==> src/rtl/rot_sigma_pipe_if.sv <==
// Handshake bundle for the shared rotate/shift/sigma unit: input word
// channel and result channel, both valid/ready.
interface rot_sigma_pipe_if #(
  parameter int unsigned WIDTH = 32,
  parameter int unsigned AMT_W = 5,
  parameter int unsigned TAG_W = 4
);
  logic             in_valid;
  logic             in_ready;
  logic [WIDTH-1:0] in_data;
  logic [AMT_W-1:0] in_amt;
  logic [2:0]       in_op;
  logic [TAG_W-1:0] in_tag;
  logic             out_valid;
  logic             out_ready;
  logic [WIDTH-1:0] out_data;
  logic [TAG_W-1:0] out_tag;

  modport master (
    output in_valid, in_data, in_amt, in_op, in_tag, out_ready,
    input  in_ready, out_valid, out_data, out_tag
  );

  modport slave (
    input  in_valid, in_data, in_amt, in_op, in_tag, out_ready,
    output in_ready, out_valid, out_data, out_tag
  );
endinterface

==> src/rtl/rot_sigma_pipe.sv <==
// Shared two-stage rotate/shift/SHA-256 sigma unit with elastic valid/ready
// pipeline; stage 1 forms up to three rotated terms, stage 2 XORs them.
module rot_sigma_pipe #(
  parameter int unsigned WIDTH = 32,
  parameter int unsigned AMT_W = 5,
  parameter int unsigned TAG_W = 4
) (
  input  logic            clk,
  input  logic            rst,
  rot_sigma_pipe_if.slave bus
);

  // SHA-256 rotate/shift constants, folded into the word width
  localparam int unsigned S0_A = 7  % WIDTH;
  localparam int unsigned S0_B = 18 % WIDTH;
  localparam int unsigned S0_C = 3  % WIDTH;
  localparam int unsigned S1_A = 17 % WIDTH;
  localparam int unsigned S1_B = 19 % WIDTH;
  localparam int unsigned S1_C = 10 % WIDTH;
  localparam int unsigned B0_A = 2  % WIDTH;
  localparam int unsigned B0_B = 13 % WIDTH;
  localparam int unsigned B0_C = 22 % WIDTH;
  localparam int unsigned B1_A = 6  % WIDTH;
  localparam int unsigned B1_B = 11 % WIDTH;
  localparam int unsigned B1_C = 25 % WIDTH;

  function automatic logic [WIDTH-1:0] rotr(input logic [WIDTH-1:0] x,
                                            input int unsigned      n);
    int unsigned k;
    k = n % WIDTH;
    if (k == 0) return x;
    return (x >> k) | (x << (WIDTH - k));
  endfunction

  logic [WIDTH-1:0] t0, t1, t2;
  logic [WIDTH-1:0] s1_t0, s1_t1, s1_t2;
  logic [TAG_W-1:0] s1_tag;
  logic             s1_valid;
  logic             adv1, adv2;
  int unsigned      amt;

  assign amt  = 32'(bus.in_amt);
  assign adv2 = !bus.out_valid || bus.out_ready;
  assign adv1 = !s1_valid || adv2;
  assign bus.in_ready = adv1;

  // Stage-1 term generation; single-term ops leave t1/t2 at zero
  always_comb begin
    t0 = bus.in_data;
    t1 = '0;
    t2 = '0;
    case (bus.in_op)
      3'd0: t0 = rotr(bus.in_data, amt);
      3'd1: t0 = rotr(bus.in_data, (WIDTH - (amt % WIDTH)));
      3'd2: t0 = bus.in_data >> bus.in_amt;
      3'd3: begin
        t0 = rotr(bus.in_data, S0_A);
        t1 = rotr(bus.in_data, S0_B);
        t2 = bus.in_data >> S0_C;
      end
      3'd4: begin
        t0 = rotr(bus.in_data, S1_A);
        t1 = rotr(bus.in_data, S1_B);
        t2 = bus.in_data >> S1_C;
      end
      3'd5: begin
        t0 = rotr(bus.in_data, B0_A);
        t1 = rotr(bus.in_data, B0_B);
        t2 = rotr(bus.in_data, B0_C);
      end
      3'd6: begin
        t0 = rotr(bus.in_data, B1_A);
        t1 = rotr(bus.in_data, B1_B);
        t2 = rotr(bus.in_data, B1_C);
      end
      default: ;
    endcase
  end

  // Pipeline registers; each stage loads only when it can hand its word on
  always_ff @(posedge clk) begin
    if (rst) begin
      s1_valid      <= 1'b0;
      s1_t0         <= '0;
      s1_t1         <= '0;
      s1_t2         <= '0;
      s1_tag        <= '0;
      bus.out_valid <= 1'b0;
      bus.out_data  <= '0;
      bus.out_tag   <= '0;
    end else begin
      if (adv1) begin
        s1_valid <= bus.in_valid;
        if (bus.in_valid) begin
          s1_t0  <= t0;
          s1_t1  <= t1;
          s1_t2  <= t2;
          s1_tag <= bus.in_tag;
        end
      end
      if (adv2) begin
        bus.out_valid <= s1_valid;
        if (s1_valid) begin
          bus.out_data <= s1_t0 ^ s1_t1 ^ s1_t2;
          bus.out_tag  <= s1_tag;
        end
      end
    end
  end

endmodule

==> src/flat_wrapper.sv <==
// flat-port wrapper written by rule: the top's interface ports become plain ports
module rot_sigma_pipe_flat 
#(
  parameter int unsigned WIDTH = 32,
  parameter int unsigned AMT_W = 5,
  parameter int unsigned TAG_W = 4
)
  (clk, rst, bus_in_valid, bus_in_data, bus_in_amt, bus_in_op, bus_in_tag, bus_out_ready, bus_in_ready, bus_out_valid, bus_out_data, bus_out_tag);
  rot_sigma_pipe_if #(.WIDTH(WIDTH), .AMT_W(AMT_W), .TAG_W(TAG_W)) bus_i ();
  input  logic clk;
  input  logic rst;
  input wire logic [$bits(bus_i.in_valid)-1:0] bus_in_valid;
  input wire logic [$bits(bus_i.in_data)-1:0] bus_in_data;
  input wire logic [$bits(bus_i.in_amt)-1:0] bus_in_amt;
  input wire logic [$bits(bus_i.in_op)-1:0] bus_in_op;
  input wire logic [$bits(bus_i.in_tag)-1:0] bus_in_tag;
  input wire logic [$bits(bus_i.out_ready)-1:0] bus_out_ready;
  output wire logic [$bits(bus_i.in_ready)-1:0] bus_in_ready;
  output wire logic [$bits(bus_i.out_valid)-1:0] bus_out_valid;
  output wire logic [$bits(bus_i.out_data)-1:0] bus_out_data;
  output wire logic [$bits(bus_i.out_tag)-1:0] bus_out_tag;
  assign bus_i.in_valid = bus_in_valid;
  assign bus_i.in_data = bus_in_data;
  assign bus_i.in_amt = bus_in_amt;
  assign bus_i.in_op = bus_in_op;
  assign bus_i.in_tag = bus_in_tag;
  assign bus_i.out_ready = bus_out_ready;
  assign bus_in_ready = bus_i.in_ready;
  assign bus_out_valid = bus_i.out_valid;
  assign bus_out_data = bus_i.out_data;
  assign bus_out_tag = bus_i.out_tag;
  rot_sigma_pipe #(.WIDTH(WIDTH), .AMT_W(AMT_W), .TAG_W(TAG_W)) u_core (.clk(clk), .rst(rst), .bus(bus_i));
endmodule
==> config.mk <==
export PLATFORM = sky130hd
export DESIGN_NAME = rot_sigma_pipe_flat
export DESIGN_NICKNAME = d
export VERILOG_FILES = /design/src/rtl/rot_sigma_pipe_if.sv /design/src/rtl/rot_sigma_pipe.sv /design/src/flat_wrapper.sv
export SDC_FILE = /design/constraint.sdc
export NUM_CORES = 1
export LEC_CHECK = 0
export CAP_MARGIN = 30
export CORE_MARGIN = 2
export CORE_UTILIZATION = 25
export CTS_BUF_LIST = sky130_fd_sc_hd__clkbuf_4 sky130_fd_sc_hd__clkbuf_8 sky130_fd_sc_hd__clkbuf_16
export DETAILED_ROUTE_END_ITERATION = 16
export GPL_TIMING_DRIVEN = 0
export RECOVER_POWER = 100
export SYNTH_ARGS = -nofsm -noshare
export SYNTH_HDL_FRONTEND = slang
export SYNTH_SLANG_ARGS = --single-unit
==> constraint.sdc <==
create_clock -name clk -period 6.6 [get_ports clk]
set_clock_uncertainty 0.15 [all_clocks]
set_input_delay 0.66 -clock clk [delete_from_list [all_inputs] [get_ports clk]]
set_output_delay 0.66 -clock clk [all_outputs]
set_load 0.05 [all_outputs]
### Word-level counts from Yosys, hierarchy flattened

Index checks and enable logic that the tools add are counted.

| cells by class | value |
|---|---|
| add/sub/neg operators | 2 |
| multipliers | 0 |
| divide/modulo/power cells | 0 |
| order comparisons | 0 |
| eq/ne operators | 6 |
| shift-type cells | 5 |
| muxes and demuxes | 11 |
| bitwise gates (word level) | 14 |
| reduce and logical (&&, ||, !) cells | 9 |

Operators with widths:

| operator | count |
|---|---|
| $pmux 32 s4 | 2 |
| $pmux 32 s7 | 1 |
| $mux 32 | 4 |
| $shr 32x5->32 | 3 |
| $logic_not 32->1 | 2 |
| $or 32x32->32 | 2 |
| $shl 32x32->32 | 2 |
| $xor 32x32->32 | 2 |
| $or 10x32->32 | 1 |
| $or 13x32->32 | 1 |
| $or 14x32->32 | 1 |
| $or 15x32->32 | 1 |
| $or 19x32->32 | 1 |
| $or 21x32->32 | 1 |
| $or 25x32->32 | 1 |
| $or 26x32->32 | 1 |
| $or 30x32->32 | 1 |
| $or 7x32->32 | 1 |
| $sub 6x5->7 const A | 2 |
| $eq 3x3->1 const B | 3 |
| $eq 3x2->1 const B | 2 |
| $mux 1 | 4 |
| $reduce_and 2->1 | 2 |
| $eq 3x1->1 const B | 1 |
| other kinds (3) | 5 |

| storage, ports and cells | value |
|---|---|
| register bits | 138 |
| latch bits | 0 |
| RAM bits | 0 |
| memory bits (read-only) | 0 |
| input bits | 48 |
| output and inout port bits | 38 |
| logic and storage cells | 55 |
| memories kept | 0 |

### Depth between registers and ports, before layout

Gate-level depths: netlist of run 1.

| depth | value |
|---|---|
| depth after elaboration | 6 |
| mapped depth | 18 |
| gate-level depth less buffers | 13 |

### Least setup slack after synthesis of run 1

Ideal clock, no wire load.

| timing | value |
|---|---|
| path kind | input-to-reg |
| start | input port bus_in_amt[1] |
| end | register u_core.s1_t0[5] |
| setup time | 0.058 ns |
| arrival time | 3.989 ns |
| required time | 6.392 ns |
| path slack | 2.403 ns |
| stages on the path | 17 |
| path buffers | 6 |
| cell sequence | buf_6 > buf_2 > inv_1 > ha_1 > buf_6 > or3b_1 > inv_1 > ha_1 > inv_1 > clkbuf_1 > ha_1 > clkbuf_1 > a211oi_1 > buf_2 > a31oi_1 > a221oi_1 > o21a_1 |

| on the way | value |
|---|---|
| word-level cells in the longest chain between the ends | 6 |
| elaborated cells on any way between the ends | 18 |
| classes of those cells | 2 x add/sub; 5 x shift; 7 x mux; 2 x bitwise; 2 x reduce/logical |

Ends and longest elaborated chain:

| item | line | RTL |
|---|---|---|
| start: declaration | flat_wrapper.sv:14 | `input wire logic [$bits(bus_i.in_amt)-1:0] bus_in_amt;` |
| $sub 6x5->7 | rot_sigma_pipe.sv:32 | `return (x >> k) \| (x << (WIDTH - k));` |
| $sub 6x5->7 or $logic_not 32->1 (tied branches) | rot_sigma_pipe.sv:32, rot_sigma_pipe.sv:31 |  |
| $shl 32x32->32 or $mux 1 (tied branches) | rot_sigma_pipe.sv:32, rot_sigma_pipe.sv:31 |  |
| $or 32x32->32 or $mux 1 (tied branches) | rot_sigma_pipe.sv:32, rot_sigma_pipe.sv:52 |  |
| $mux 32 | rot_sigma_pipe.sv:32 |  |
| $pmux 32 s7 * | rot_sigma_pipe.sv:52 | `case (bus.in_op)` |
| end signal: assignment | rot_sigma_pipe.sv:95 | `s1_t0 <= t0;` |
| end: declaration | rot_sigma_pipe.sv:36 | `logic [WIDTH-1:0] s1_t0, s1_t1, s1_t2;` |

Every way passes the cells marked *; elsewhere a longest branch is shown, timed or not. The select of a mux whose other input is x is not followed.
A chain may end at the register's enable or synchronous reset.

### Worst setup path in the final report of run 1

| timing | value |
|---|---|
| start | input port bus_in_amt[4] |
| end | register u_core.s1_t0[15] |

The elaborated chain is that of the path after synthesis.

==> results of run 1 <==
-- per-stage QoR --
stage	cell area, µm²	hold WS (ps)	setup WS [ps]	utilization
final	19300	304	371	0.298
after global routing	19300	327	368	0.298
after CTS	19200	307	881	0.296
after detailed placement	18500	298	437	0.286
after global placement	18300	294	354	0.282
after floorplan	16400	286	2400	-
-- critical path: stages --
cell	delay, ps
clkbuf_1	290
inv_1	260
clkbuf_1	400
clkbuf_1	530
ha_1	430
inv_1	320
clkbuf_1	570
ha_1	350
clkbuf_1	270
a211oi_1	720
clkbuf_1	580
a211oi_2	250
o221ai_1	530
o2111a_1	260
-- power groups by stage --
stage	registers, µW	clock network, µW	logic [µW]
2_1_floorplan	993	0	984
3_3_place_gp	971	0	1760
3_5_place_dp	971	0	1750
4_1_cts	953	1080	1760
5_1_grt	959	1110	1890
6_report	956	1090	1870
-- worst paths after layout --
| path | end | slack, ps |
|---|---|---|
| max | u_core.s1_t0[15]$_SDFFE_PP0P_ | 370 |
| min | u_core.s1_tag[3]$_SDFFE_PP0P_ | 300 |
| max reg2reg | u_core.s1_t0[7]$_SDFFE_PP0P_ | 3290 |
| min reg2reg | u_core.s1_tag[3]$_SDFFE_PP0P_ | 300 |
-- routing by layer --
metal,up-vias,wire length (µm)
li1,8207,-
met1,9770,43500
met2,1847,47900
met3,515,14100
met4,8,11800
met5,-,62
-- layout by cell type (no fill, tap or decap), drive strengths merged, types with 9 or more instances in the layout --
cell and count:
o211ai 35, inv 43, mux4 120, nand3 33, mux2i 95, a221oi 35
o221ai 17, and3 12, xor2 33, a2111oi 9, nor3 55, buf 106
mux2 47, a22o 11, a21o 10, dlygate4sd3 42, a22oi 25, xnor2 34
dfxtp 138, clkbuf 214, clkdlybuf4s50 34, a21oi 162, o22ai 14, a211oi 50
o21a 15, nand2 188, and2 18, nand2b 20, a31oi 36, a311oi 17
o21ai 164, nor2b 17, a211o 13, nor2 230
-- registers in the layout, summed over array words and instances, names as in the netlist --
signal,flops
u_core.bus.out_data,32
u_core.s1_t0,32
u_core.s1_t1,32
u_core.s1_t2,32
u_core.bus.out_tag,4
u_core.s1_tag,4
u_core.bus.out_valid,1
u_core.s1_valid,1
-- cells by family (layout without fill, tap and decap cells) --
kind of cell,count (synthesis),after routing,share of synthesized area
compound gates,702,702,0.287
mux,262,262,0.255
other cells,0,7,0
fa+ha+maj,3,3,0.00229
flops,138,138,0.168
buf+inv,314,451,0.0844
xor+xnor,67,67,0.0357
simple gates,616,616,0.168
-- cell type report --
| class | instances | area (µm²) | area share |
|---|---|---|---|
| multi-input combinational | 1650 | 12300 | 0.636 |
| sequential | 138 | 2760 | 0.143 |
| buffer | 274 | 1230 | 0.0640 |
| timing repair buffer | 105 | 1130 | 0.0585 |
| tap | 855 | 1070 | 0.0555 |
| clock buffer | 18 | 439 | 0.0228 |
| clock inverter | 14 | 208 | 0.0108 |
| inverter | 40 | 150 | 0.00779 |
| antenna | 7 | 17.5 | 0.000909 |
==> reports/metrics.cfg, run 1 <==
[synth]
synth-async-reset-ratio = 0
syn_area_um2 = 16400
synthMostInstantiatedCell = nor2_1
ys_seq_area_frac = 0.168
synth_ff_type = dfxtp_1
ys_types = 89
yosys.area.top_type = dfxtp_1
synth_edf_count = 0
syn_area_per_cell_um2 = 7.81
synth_warnings = 0
synthCells = 2102
synthTopCellsByArea = dfxtp_1 (17%), mux4_2 (16%), mux2i_1 (5.8%), nor2_1 (5.2%), a21oi_1 (4.9%)
syn-num-nets = 2153
synth_common_cells = nor2_1 (228), nand2_1 (187), clkbuf_1 (177), a21oi_1 (162), o21ai_0 (147)
ys_ff_latch = 138
yosysTopAreaCellShare = 0.168

[timing]
max_slew.worst_pin.slew_ps = 1200
rsz0062_at_grt = false
finalHoldViolCount = 0
finalSetupViolCount = 0
maxSlewHeadroom = 0.198
final.period_utilization = 0.944
fin_crit_ps = 6230
slew_viol_final = 0
setup-tns-final_ps = 0
fmax_mhz = 161

[power_and_ir_drop]
p_comb_frac = 0.478
p_leak_uw = 0.00694
peakVddDrop_v = 0.000175
p_int_uw = 2150
power_density_nw_per_um2 = 203
switching_share = 0.451
power.switching_uw = 1770
seqPwrFrac = 0.244
total_power_uw = 3910
clkPwrFrac = 0.278

[clock_tree]
cts.repair.resized = 0
cts_tree = built
insertion_delay_ps = 440
root_buffer = clkbuf_16
cts.hold.buffers_added = 0
post_cts_buffers = 0
cts_made_buffers = 17
clk_pin_slew_worst_paths_ps = 60
clkSinkCount = 138
clockBufferDepth = 2
cts_max_level = 4

[worst_setup_path]
reg2reg_depth = 8
cp-start-kind = input port
cp_max_fo = 10
critical_path_arrival_ps = 6460
reg2reg_from = u_core.bus.out_valid$_SDFFE_PP0P_
cp-startpoint = bus_in_amt[4]
crit_required_ps = 6830
endpoint_kind = register
path_class = in -> reg

[routing]
drc = 0
ant_nets = 0
wl_per_cell_um = 37.8
dr.pass1.iters = 10
vias_per_cell = 6.56
dr_total_vias = 20300
wl_mm = 117
drtIter0Drc = 3713

[global_routing]
grt.met1_usage = 0.421
grt_max_degree = 17
grt_pass1_vias = 19100
grt_pass1_wl_mm = 161
grt_overflow = 0
use_met3 = 0.101
top_usage_layer = met2
track_usage = 0.341
grt_use_met2 = 0.492
antenna_found_initial = 8

[worst_hold_path]
hp-start = u_core.s1_tag[3]$_SDFFE_PP0P_
hold_path_class = reg -> reg
hold_depth = 2

[run]
cap_violations = 0

[place]
placed_cells = 3051
portBuffers = 76
routabilityCongestion = 1.09
dp_hpwl_mm = 91.2

[status]
status = finished, final reports clean

[floorplanning]
io_pins = 86
die_y_um = 260
start_util = 0.254
placementRows = 93
die_x_um = 260
die_area_um2 = 67800
core-area_um2 = 64700

[cells_and_area]
fill_cells = 7139
drive_above_1_share = 0.139
layoutNonFillerInstCount = 3101
area_growth_pct = 17.4
nets = 2277

(Power assumes the default switching activity.)
==> inputs of run 2 (changes only) <==
ABC_AREA = 1   (was unset)
CAP_MARGIN = 20   (was 30)
==> run 2 against run 1 <==
Design area fell by 14%. Hold slack improved by 21 ps. Routed wire length fell by 2.4%. Global-route usage increased by 3.6 points. Sequential cell count unchanged. Synthesized cell count up 24%. Register-to-register slack better by 770 ps. Non-clock buffer count shrank 119. Count of clock-buffer cells in the layout up 2. Combinational power down 13%. Critical endpoint is now u_core.s1_t0[1]$_SDFFE_PP0P_.
==> reports/metrics.cfg, run 2 <==
[routing]
wl_met1_mm = 45.7  ; +4.9%
route.met2.wl_mm = 47.3  ; -1.3%
wl_per_cell_um = 32.8  ; -13%
drc = 0  ; unchanged
wl_mm = 114  ; -2.4%
dr.pass1.iters = 8  ; -2
dr_total_vias = 21000  ; +3.5%
drtIter0Drc = 3294  ; -11%
met3_length_mm = 12.8  ; -9.2%
vias_per_cell = 6.03  ; -8.1%
top_layer = met5
ant_nets = 0  ; unchanged

[power_and_ir_drop]
total_power_uw = 3530  ; -9.9%
power_density_nw_per_um2 = 213  ; +5.0%
p_comb_frac = 0.462  ; -0.016
p_int_uw = 1820  ; -15%
clkPwrFrac = 0.277  ; about the same
seqPwrFrac = 0.262  ; +0.018
power.switching_uw = 1700  ; -3.7%
peakVddDrop_v = 0.000152  ; -13%
switching_share = 0.483  ; +0.0312
p_leak_uw = 0.00762  ; +9.8%

[worst_setup_path]
endpoint_kind = register
critPathSlowestCell = dlygate4sd3_1
critical_path_arrival_ps = 6240  ; -220 ps
path_class = in -> reg
path_common_cell = nand2_1
crit_required_ps = 6800  ; -30 ps
cpPeakStageDelay_ps = 630  ; -90 ps
cp_max_fo = 10  ; unchanged
r2r_slack_ps = 4060  ; +770 ps
worstPathCellList = dlygate4sd3_1 -> inv_1 -> buf_4 -> buf_6 -> ha_1 -> nand2_1 -> nor2_1 -> ha_1 -> buf_2 -> clkinv_1 -> clkbuf_1 -> ha_1 -> clkbuf_1 -> clkbuf_1 -> a21oi_1 -> nand3_1 -> nand2_1 -> nand2_1 -> nand2_1 -> a21oi_1
reg2reg_from = u_core.bus.out_valid$_SDFFE_PP0P_
cp-start-kind = input port
cp-startpoint = bus_in_amt[0]

[synth]
ys_ff_latch = 138  ; unchanged
synthAdderAreaFrac = 0.00264  ; +0.000357
synthTopCellsByArea = nand2_1 (24%), nand3_1 (20%), dfxtp_1 (19%), a21oi_1 (8.8%), o21ai_0 (4.1%)
synth_top_family_by_area = simple AND/OR/NAND/NOR gates
synth_warnings = 0  ; unchanged
yosysTopAreaCellShare = 0.239  ; +0.0706
synth-compound-area-share = 0.163  ; -0.124
synth.mux.area_fraction = 0  ; -0.255
synth-simple-area-share = 0.516  ; +0.348
synth-async-reset-ratio = 0  ; unchanged
ys_seq_area_frac = 0.194  ; +0.0262
synth_edf_count = 0  ; unchanged
syn-num-nets = 2667  ; +24%
synth-xor-area-share = 0.0395  ; +0.00372
ys_types = 40  ; -55%
syn_area_um2 = 14200  ; -13%
yosys.area.top_type = nand2_1
syn_area_per_cell_um2 = 5.43  ; -30%
synthCells = 2616  ; +24%
synth_ff_type = dfxtp_1
synth_common_cells = nand2_1 (904), nand3_1 (565), a21oi_1 (250), dfxtp_1 (138), nor2_1 (136)
synthMostInstantiatedCell = nand2_1

[timing]
setup-tns-final_ps = 0  ; unchanged
fmax_mhz = 166  ; +3.1%
maxSlewHeadroom = 0.283  ; +0.0859
max_slew.worst_pin.slew_ps = 1060  ; -140 ps
final.period_utilization = 0.915  ; -0.0283
slew_viol_final = 0  ; unchanged
finalSetupViolCount = 0  ; unchanged
finalHoldViolCount = 0  ; unchanged
fin_hold_ws_ps = 325  ; +20.8 ps
rsz0062_at_grt = false
fin_crit_ps = 6040  ; -187 ps

[cells_and_area]
nets = 2767  ; +22%
layoutNonFillerInstCount = 3490  ; +13%
area_growth_pct = 16.5
final_common_cell = nand2_1
layout_common_cells = nand2_1 (904), nand3_1 (565), a21oi_1 (250)
drive_above_1_share = 0.0443  ; -0.0946
fill_cells = 6674  ; -6.5%

[global_routing]
track_usage = 0.377  ; +0.0360
grt_pass1_wl_mm = 156  ; -3.1%
grt_pass1_vias = 19400  ; +1.9%
grt_max_degree = 17  ; unchanged
antenna_found_initial = 11  ; +3
grt_overflow = 0  ; unchanged

[clock_tree]
root_buffer = clkbuf_16
post_cts_buffers = 0  ; unchanged
cts.repair.resized = 0  ; unchanged
cts_max_level = 4  ; unchanged
clockBufferDepth = 2  ; unchanged
insertion_delay_ps = 430  ; about the same
cts_made_buffers = 17  ; unchanged
clk_pin_slew_worst_paths_ps = 70  ; about the same
cts_tree = built
cts.hold.buffers_added = 0  ; unchanged
clkSinkCount = 138  ; unchanged

[place]
routabilityCongestion = 1.20  ; +9.8%
placed_cells = 3453  ; +13%
dp_hpwl_mm = 93.2  ; +2.3%
portBuffers = 81  ; +6.6%

[floorplanning]
die_x_um = 242  ; -6.9%
die_y_um = 242  ; -6.9%
core-area_um2 = 56300  ; -13%
placementRows = 87  ; -6.5%
start_util = 0.252  ; -0.00140
die_area_um2 = 58700  ; -13%
io_pins = 86  ; unchanged

[worst_hold_path]
hp-start = u_core.bus.out_tag[0]$_SDFFE_PP0P_
hold_path_class = reg -> reg

[status]
status = finished, final reports clean

[run]
cap_violations = 0  ; unchanged

## run 2: cell types whose count changed in the layout (fill, tap and decap cells not counted), moves of 92 or more
cell	previous run	this run
nand2_1	187	904
nand3_1	33	565
mux4_2	120	0
clkbuf_1	195	91
mux2i_1	95	0
nor2_1	228	136
## run 2: cell families after synthesis
logic type,count (synthesis)
simple gates,1693
xor+xnor,64
buf+inv,283
compound gates,435
flops,138
fa+ha+maj,3
## run 2: worst max-delay path: cells and delay by family
family | cells | cell delay (ps)
AO/OA/AOI/OAI | 2 | 280
adder cells (fa/ha/maj) | 3 | 810
buffers and inverters | 9 | 3450
AND/OR/NAND/NOR | 6 | 1000
## run 2: power by group through the flow
| stage | Sequential (µW) | Combinational, µW | Clock, µW |
|---|---|---|---|
| 6_report | 922 | 1630 | 976 |
| 5_1_grt | 928 | 1670 | 1020 |
| 4_1_cts | 922 | 1540 | 975 |
| 3_5_place_dp | 940 | 1540 | 0 |
| 3_3_place_gp | 940 | 1560 | 0 |
| 2_1_floorplan | 989 | 801 | 0 |
## run 2: final cells by class
class	count	area [µm²]	area share
clock inverter	12	126	0.00764
clock buffer	20	454	0.0274
multi-input combinational	2195	10200	0.619
inverter	104	393	0.0237
timing repair buffer	81	811	0.0490
antenna	5	12.5	0.000756
sequential	138	2760	0.167
tap	756	946	0.0572
buffer	179	802	0.0485
## run 2: routing by layer
layer  GRT usage  vias to the layer above
li1            -                     9028
met4       0.233                        8
met1       0.482                     9956
met5           0                        -
met2       0.567                     1652
met3      0.0928                      405
## run 2: worst paths after layout
path,endpoint,depth (start not counted)
worst min-delay path,u_core.bus.out_tag[0]$_SDFFE_PP0P_,2
worst max register to register,u_core.s1_t2[30]$_SDFFE_PP0P_,6
worst min register to register,u_core.bus.out_tag[0]$_SDFFE_PP0P_,2
worst max-delay path,u_core.s1_t0[1]$_SDFFE_PP0P_,20
## run 2: metrics by stage
step / cell area [µm²] / utilization / worst slack [ps]
global route: 16500 / 0.294 / 432
detailed placement: 16000 / 0.284 / 545
floorplan: 14200 / - / 2820
global placement: 16000 / 0.284 / 533
CTS: 16500 / 0.294 / 982
finish: 16500 / 0.294 / 558
